### config.mk
export PLATFORM = sky130hd
export DESIGN_NAME = rv_mdu
export DESIGN_NICKNAME = d
export VERILOG_FILES = /design/src/rtl/rv_mdu_pkg.sv /design/src/rtl/rv_mdu.sv
export SDC_FILE = /design/constraint.sdc
export NUM_CORES = 1
export LEC_CHECK = 0
export CAP_MARGIN = 25
export CORE_ASPECT_RATIO = 1.25
export CORE_MARGIN = 5
export CORE_UTILIZATION = 50
export DETAILED_ROUTE_END_ITERATION = 10
export HOLD_SLACK_MARGIN = 0.08
export PLACE_DENSITY = 0.72
export SYNTH_ARGS = -nofsm -noshare
export SYNTH_HDL_FRONTEND = slang
export SYNTH_SLANG_ARGS = --single-unit
export TNS_END_PERCENT = 100
### constraint.sdc
create_clock -name clk -period 4.6 [get_ports clk]
set_clock_uncertainty 0.05 [all_clocks]
set_input_delay 0.92 -clock clk [delete_from_list [all_inputs] [get_ports clk]]
set_output_delay 0.92 -clock clk [all_outputs]
set_load 0.01 [all_outputs]
### src/rtl/rv_mdu_pkg.sv
// Shared types for the RV32M multiply/divide unit: funct3-encoded op codes,
// control-FSM states and operand signedness decode.
package rv_mdu_pkg;

  typedef enum logic [2:0] {
    MDU_MUL    = 3'd0,
    MDU_MULH   = 3'd1,
    MDU_MULHSU = 3'd2,
    MDU_MULHU  = 3'd3,
    MDU_DIV    = 3'd4,
    MDU_DIVU   = 3'd5,
    MDU_REM    = 3'd6,
    MDU_REMU   = 3'd7
  } mdu_op_e;

  typedef enum logic [1:0] {
    IDLE = 2'd0,
    CALC = 2'd1,
    DONE = 2'd2
  } mdu_state_e;

  function automatic logic is_signed_a(mdu_op_e op);
    return (op == MDU_MULH) || (op == MDU_MULHSU) || (op == MDU_DIV) || (op == MDU_REM);
  endfunction

  function automatic logic is_signed_b(mdu_op_e op);
    return (op == MDU_MULH) || (op == MDU_DIV) || (op == MDU_REM);
  endfunction

  function automatic logic is_div(mdu_op_e op);
    return op[2];
  endfunction

endpackage

### src/rtl/rv_mdu.sv
// Iterative RV32M multiply/divide unit: radix-2 shift-add multiply and restoring
// divide on magnitudes, sharing one accumulator. Optional RV_MDU_EARLY_OUT_EN.
module rv_mdu
  import rv_mdu_pkg::*;
#(
  parameter int DPWIDTH = 32,
  parameter int CNTW    = $clog2(DPWIDTH) + 1
) (
  input  logic               clk,
  input  logic               rst,
  input  logic               start,
  input  logic [2:0]         op,
  input  logic [DPWIDTH-1:0] opa,
  input  logic [DPWIDTH-1:0] opb,
  output logic               busy,
  output logic               done,
  output logic [DPWIDTH-1:0] result
);

  localparam int W  = DPWIDTH;
  localparam int AW = 2 * W + 1;
  localparam logic [W-1:0] MINV = {1'b1, {(W-1){1'b0}}};

  mdu_state_e      state_q, state_d;
  mdu_op_e         op_q, op_d;
  logic [AW-1:0]   acc_q, acc_d;
  logic [W-1:0]    opnd_q, opnd_d;
  logic            neg_q, neg_d;
  logic [CNTW-1:0] cnt_q, cnt_d;
  logic [W-1:0]    result_q, result_d;

  // Operand decode at capture time
  mdu_op_e      op_in;
  logic         sa, sb;
  logic [W-1:0] mag_a, mag_b;
  logic         div_zero, div_ovf;

  assign op_in    = mdu_op_e'(op);
  assign sa       = is_signed_a(op_in) & opa[W-1];
  assign sb       = is_signed_b(op_in) & opb[W-1];
  assign mag_a    = sa ? -opa : opa;
  assign mag_b    = sb ? -opb : opb;
  assign div_zero = is_div(op_in) && (opb == '0);
  assign div_ovf  = ((op_in == MDU_DIV) || (op_in == MDU_REM)) && (opa == MINV) && (opb == '1);

  // Multiply step: low half holds the unconsumed multiplier, shifted out LSB first
  logic [W:0]    mul_sum;
  logic [AW-1:0] mul_next;
  assign mul_sum  = acc_q[AW-1:W] + {1'b0, (acc_q[0] ? opnd_q : {W{1'b0}})};
  assign mul_next = {mul_sum, acc_q[W-1:0]} >> 1;

  // Divide step: low half holds dividend bits, quotient bits enter at the LSB
  logic [AW-1:0] div_sh, div_next;
  logic [W:0]    div_hi, div_diff;
  logic          div_ge;
  assign div_sh   = acc_q << 1;
  assign div_hi   = div_sh[AW-1:W];
  assign div_ge   = div_hi >= {1'b0, opnd_q};
  assign div_diff = div_hi - {1'b0, opnd_q};
  assign div_next = div_ge ? {div_diff, div_sh[W-1:1], 1'b1} : div_sh;

  logic [AW-1:0] step_next, fin_acc;
  logic          early;
  assign step_next = is_div(op_q) ? div_next : mul_next;

`ifdef RV_MDU_EARLY_OUT_EN
  // Multiplier bits still waiting above the one consumed this cycle
  logic [W-1:0] rest_mask;
  assign rest_mask = ((W'(1) << cnt_q) - W'(1)) & ~W'(1);
  assign early     = !is_div(op_q) && ((acc_q[W-1:0] & rest_mask) == '0);
  assign fin_acc   = early ? (step_next >> (cnt_q - CNTW'(1))) : step_next;
`else
  assign early     = 1'b0;
  assign fin_acc   = step_next;
`endif

  // Sign correction of the finished accumulator
  logic [2*W-1:0] prod, prod_c;
  logic [W-1:0]   quo, rem, fin_res;
  assign prod   = fin_acc[2*W-1:0];
  assign prod_c = neg_q ? -prod : prod;
  assign quo    = fin_acc[W-1:0];
  assign rem    = fin_acc[2*W-1:W];

  always_comb begin
    fin_res = prod_c[2*W-1:W];
    case (op_q)
      MDU_MUL:             fin_res = prod_c[W-1:0];
      MDU_DIV, MDU_DIVU:   fin_res = neg_q ? -quo : quo;
      MDU_REM, MDU_REMU:   fin_res = neg_q ? -rem : rem;
      default:             fin_res = prod_c[2*W-1:W];
    endcase
  end

  logic unused_ok;
  assign unused_ok = fin_acc[AW-1];

  always_comb begin
    state_d  = state_q;
    op_d     = op_q;
    acc_d    = acc_q;
    opnd_d   = opnd_q;
    neg_d    = neg_q;
    cnt_d    = cnt_q;
    result_d = result_q;
    case (state_q)
      CALC: begin
        acc_d = step_next;
        cnt_d = cnt_q - CNTW'(1);
        if ((cnt_q == CNTW'(1)) || early) begin
          result_d = fin_res;
          cnt_d    = '0;
          state_d  = DONE;
        end
      end
      default: begin
        if (state_q == DONE) state_d = IDLE;
        if (start) begin
          if (div_zero) begin
            result_d = ((op_in == MDU_DIV) || (op_in == MDU_DIVU)) ? '1 : opa;
            state_d  = DONE;
          end else if (div_ovf) begin
            result_d = (op_in == MDU_DIV) ? opa : '0;
            state_d  = DONE;
          end else begin
            op_d    = op_in;
            neg_d   = ((op_in == MDU_REM) || (op_in == MDU_REMU)) ? sa : (sa ^ sb);
            acc_d   = {{(W+1){1'b0}}, (is_div(op_in) ? mag_a : mag_b)};
            opnd_d  = is_div(op_in) ? mag_b : mag_a;
            cnt_d   = CNTW'(W);
            state_d = CALC;
          end
        end
      end
    endcase
  end

  always_ff @(posedge clk) begin
    if (rst) begin
      state_q  <= IDLE;
      op_q     <= MDU_MUL;
      acc_q    <= '0;
      opnd_q   <= '0;
      neg_q    <= 1'b0;
      cnt_q    <= '0;
      result_q <= '0;
    end else begin
      state_q  <= state_d;
      op_q     <= op_d;
      acc_q    <= acc_d;
      opnd_q   <= opnd_d;
      neg_q    <= neg_d;
      cnt_q    <= cnt_d;
      result_q <= result_d;
    end
  end

  assign busy   = (state_q == CALC);
  assign done   = (state_q == DONE);
  assign result = result_q;

endmodule

; ---- Word level (Yosys, flattened, before mapping)
; Cells that the tools add are included.
[op_classes]
n_mux = 34
addsub = 8
magnitude_cmp = 1
eq_ne = 18
n_reduce_logical = 22
bitwise_logic = 6
[ops]
columns = op, count
row1 = $mux 32, 14
row2 = $mux 65, 6
row3 = $neg 32->32, 4
row4 = $pmux 32 s3, 1
row5 = $eq 32x32->1 const B, 2
row6 = $mux 64, 1
row7 = $neg 64->64, 1
row8 = $add 33x32->33, 1
row9 = $ge 33x32->1, 1
row10 = $sub 33x32->33, 1
row11 = $logic_not 32->1, 1
row12 = $mux 6, 5
row13 = $eq 3x3->1 const B, 8
row14 = $mux 2, 6
row15 = $logic_or 1x1->1, 8
row16 = $eq 6x1->1 const B, 1
row17 = $reduce_and 3->1, 2
row18 = $reduce_bool 3->1, 2
row19 = $sub 6x1->6 const B, 1
row20 = $ne 2x2->1 const B, 2
row21 = $reduce_and 4->1, 1
row22 = $reduce_or 2->1, 2
row23 = $eq 3x1->1 const B, 1
row24 = $eq 3x2->1 const B, 1
row25 = other kinds (11), 16
[totals]
ff_bits = 141
input_bits = 70
wordCells = 96

; ---- Longest topological paths before layout
[logic_depth]
ltp_word = 11
mapped_depth = 23

; ---- Worst setup path before layout
; No wires, ideal clock.
[synth_timing]
path_kind = register to register
from = register op_q[2]
to = register result_q[28] (netlist: result[28])
slack_ns = -0.307
setup_time_ns = 0.103
t_arrival_ns = 4.754
path_stages_with_launch = 19
cell_sequence = dfxtp_1 -> clkbuf_1 -> buf_2 -> buf_2 -> buf_2 -> buf_2 -> clkbuf_1 -> clkbuf_1 -> buf_2 -> mux2i_1 -> ha_1 -> o211ai_1 -> or3_1 -> nor2b_1 -> nand4_1 -> o41ai_2 -> xor2_1 -> nor4_1 -> a2111oi_2
[synth_between]
elab_chain_cells = 6
elab_cells_between_ends = 17
cone_classes = add/sub (3) / eq/ne (4) / mux (7) / reduce/logical (3)
[synth_lines]
columns = item, line_no
row1 = start: declaration, rv_mdu.sv:25  ; mdu_op_e op_q, op_d;
row2 = start signal: assignment, rv_mdu.sv:149  ; op_q <= op_d;
row3 = $mux 65, rv_mdu.sv:64  ; assign step_next = is_div(op_q) ? div_next : mul_next;
row4 = "$neg 64->64, or another cell as far along", rv_mdu.sv:81  ; assign prod_c = neg_q ? -prod : prod;
row5 = "$mux 64, or another cell as far along", rv_mdu.sv:81
row6 = $pmux 32 s3 (*), rv_mdu.sv:87  ; case (op_q)
row7 = $mux 32 (*), rv_mdu.sv:110  ; if ((cnt_q == CNTW'(1)) || early) begin
row8 = $mux 32 (*), rv_mdu.sv:106  ; case (state_q)
row9 = end signal: assignment, rv_mdu.sv:154  ; result_q <= result_d;
row10 = end: declaration, rv_mdu.sv:30  ; logic [W-1:0] result_q, result_d;
; Mark *: on every way between the ends. The rest lies on a longest branch, timed or not. The select of a mux whose other input is x is not followed.
; A chain may end at the register's enable or synchronous reset.

; ---- Final worst setup path
[layout_timing]
from = register opnd_q[6]
to = register result_q[0] (netlist: result[0])
[layout_between]
elab_chain_cells = 8
elab_cells_between_ends = 12
cone_classes = add/sub (3) / order compare (1) / mux (8)
[layout_lines]
columns = item, line_no
row1 = start: declaration, rv_mdu.sv:27  ; logic [W-1:0] opnd_q, opnd_d;
row2 = start signal: assignment, rv_mdu.sv:151  ; opnd_q <= opnd_d;
row3 = $ge 33x32->1 (*), rv_mdu.sv:58  ; assign div_ge = div_hi >= {1'b0, opnd_q};
row4 = $mux 65 (*), rv_mdu.sv:60  ; assign div_next = div_ge ? {div_diff, div_sh[W-1:1], 1'b1} : div_sh;
row5 = $mux 65 (*), rv_mdu.sv:64
row6 = "$neg 64->64, or another cell as far along", rv_mdu.sv:81
row7 = "$mux 64, or another cell as far along", rv_mdu.sv:81
row8 = $pmux 32 s3 (*), rv_mdu.sv:87
row9 = $mux 32 (*), rv_mdu.sv:110
row10 = $mux 32 (*), rv_mdu.sv:106
; Marks and branches as above.

==> flow_metrics.py <==
metrics = {
    "hold_path": {
        "worstHoldPathCells": 2,
        "hp-class": "reg2reg",
    },
    "pwr": {
        "peakVddDrop_mv": 0.2863,
        "power.leakage_nw": 8.929,
        "pwr_density_cell_mw_per_mm2": 267.5,
        "p_total_mw": 5.962,
    },
    "global_routing": {
        "grt_pass1_wl_um": 115700,
        "grt_overflow": 0,
        "grt_antenna_before_repair": 0,
        "groute.usage.overall": 0.4227,
        "grt_pass1_vias": 20020,
        "grt_max_degree": 94,
    },
    "final_layout": {
        "final_cell_count_no_fill": 3121,
        "layout-drive-gt1-share": 0.2867,
        "nets": 2844,
        "multi_input_area_mm2": 0.01314,
        "diodes": 0,
        "nFillCells": 2451,
        "seq_area_mm2": 0.002859,
        "area_delta_synth_final_pct": 41.63,
        "utilization": 0.7191,
        "stdcell_area_mm2": 0.02229,
    },
    "yosys": {
        "synthesis.nets": 2388,
        "yosysSeqAreaShare": 0.1794,
        "synth_top_area_frac": 0.1794,
        "netlist-cell-type-count": 98,
        "synth_seq_cells": 141,
        "synthCells": 2245,
        "synth-adder-area-share": 0.05900,
        "syn_area_per_cell_um2": 7.009,
        "synth_top_family_by_area": "compound AO/OA/AOI/OAI gates",
        "synth_compound_area_frac": 0.3220,
        "yosysTopAreaCell": "dfxtp_1",
        "synth_flop_cell": "dfxtp_1",
        "synth_edf_count": 0,
        "synth_xor_area_frac": 0.09017,
        "synthArstFlopShare": 0,
        "yosysWarnings": 0,
        "synth_mux_area_frac": 0.04334,
        "syn_area_mm2": 0.01574,
        "synth_simple_gate_area_frac": 0.2479,
        "yosys-top-cells-area": "dfxtp_1, a21oi_1, nor2_1",
    },
    "worst_setup_path": {
        "slowest_delay_ps": 420,
        "cp.arrival_ps": 5130,
        "crit_family": "buffers and inverters",
        "cp-start-kind": "register",
        "reg2reg_depth": 28,
        "cp.depth": 28,
        "cpMaxStageDelayCell": "a221o_1",
        "critPathBufInv": 14,
        "path_common_cell": "buf_4",
        "cp-end-kind": "register",
        "path_max_fanout": 3,
        "required_ps": 4870,
        "critical_path_class": "reg2reg",
    },
    "clocking": {
        "insertion_delay_ps": 470,
        "clk_path_buf_depth": 2,
        "numCtsBuffers": 17,
        "htree_levels": 4,
        "tritoncts": "built",
        "cts-root-buf": "clkbuf_16",
        "cts_num_sinks": 141,
        "cts.reportedPaths.clkPinSlew_ps": 80,
        "holdBufCountCts": 0,
    },
    "floorplan": {
        "io_pins": 104,
        "initial_utilization": 0.5078,
        "dieHeight_um": 208.3,
        "core_mm2": 0.03099,
        "die_area_mm2": 0.03514,
        "rows": 72,
        "dieWidth_um": 168.7,
    },
    "placement": {
        "port_buffers": 103,
        "gp_congestion": 1.124,
        "dp_hpwl_um": 59510,
        "pre_cts_ws_ps": -574.0,
        "place_area_mm2": 0.02008,
        "placed_cells": 3040,
    },
    "detailed_routing": {
        "vias": 20910,
        "drtIter0Drc": 2573,
        "wl_um": 79590,
        "drtAntennaViolNets": 0,
        "avgRoutedWirePerCell_um": 25.50,
        "dr.pass1.iters": 7,
        "drc": 0,
        "vias_per_cell": 6.699,
    },
    "sta": {
        "period_share": 1.056,
        "fin_crit_ps": 4860,
        "hold_viol_final": 0,
        "setup-tns-final_ps": -4001,
        "clock.fmax_ghz": 0.2058,
        "rsz0062_at_grt": "true",
        "final_max_slew_viol_count": 0,
        "hold_slack_ps": 407.1,
        "relSlewSlack": 0.2206,
        "layout_setup_ws_ps": -259.6,
        "setup_viol": 27,
        "tightest_slew_ps": 1169,
    },
    "status": {
        "violations": "setup timing",
        "status": "finished, violations left",
    },
    "run": {
        "drv_cap": 0,
    },
}
## routing by layer
layer	share of wire	up-vias	GRT usage
met5	0	-	0
met3	0.10	555	0.08468
li1	-	9211	-
met4	0.11	0	0.3740
met2	0.45	1533	0.6908
met1	0.33	9610	0.4593
## cells in the mapped netlist (36+ instances only)
cell type,number
a211oi_1,100
a21oi_1,241
and2_1,41
clkbuf_1,115
dfxtp_1,141
ha_1,71
inv_1,67
mux2i_1,49
nand2_1,218
nand3_1,54
nand4_1,36
nor2_1,246
nor3_1,70
o211ai_1,42
o21ai_0,129
xnor2_1,91
xor2_1,71
## worst register-to-register path: cells and delay by family, from the launching register on
| kind | cells | cell delay, ps |
|---|---|---|
| buf+inv | 14 | 1830 |
| compound gates | 9 | 1650 |
| flops | 1 | 340 |
| fa+ha+maj | 1 | 270 |
| simple gates | 2 | 220 |
| mux | 1 | 190 |
| xor+xnor | 1 | 160 |
## cells by family (layout without fill, tap and decap cells)
family,Yosys count,in the layout
fa+ha+maj,73,73
compound gates,769,769
buf+inv,228,697
mux,66,66
xor+xnor,162,162
simple gates,806,806
flops,141,141
## flip-flops by register name, summed over array words and instances (netlist names)
signal	cells
acc_q	65
cnt_q	6
neg_q	1
op_q	3
opnd_q	32
result	32
state_q	2
## layout make-up
class / count / area share
Clock buffer: 17 / 0.01909
Clock inverter: 15 / 0.008646
Inverter: 70 / 0.01179
Multi-Input combinational cell: 1876 / 0.5894
Sequential cell: 141 / 0.1283
Tap cell: 407 / 0.02285
Timing Repair Buffer: 595 / 0.2199
## path summary, 6_finish.rpt
kind	start	endpoint	slack, ps
hold / removal	result[0]	result[0]	410
setup reg to reg	opnd_q[6]	result[0]	-260
setup / recovery	opnd_q[6]	result[0]	-260
hold reg to reg	result[0]	result[0]	410
## layout by cell type (no fill, tap or decap), types with 19 or more instances in the layout
master and count:
clkdlybuf4s50_1 101, o21ai_0 111, dfxtp_1 114, ha_1 43
and2_1 41, buf_4 466, dfxtp_2 26, a21oi_2 19
xnor2_1 86, xor2_1 69, a211oi_1 93, o31ai_1 23
inv_1 58, nand3_1 52, nor2_1 241, o211ai_1 42
nand4_1 36, a21o_1 22, nand2_1 209, ha_4 22
a31oi_1 33, a21oi_1 223, mux2i_1 47, nor3_1 61
o21ai_1 20
## power breakdown
part,switching (mW),internal (mW),total [mW]
sequential,0.0995,1.31,1.41
combinational,1.79,1.25,3.04
clock,0.722,0.786,1.51
total,2.61,3.35,5.96
## timing repair
action                                  CTS  global route
endpoints found under the setup margin   29            44
cloned                                    0             0
gates resized for setup                  90           161
pin swaps                                44            87
setup buffers                            30            22
(Power assumes the default switching activity.)
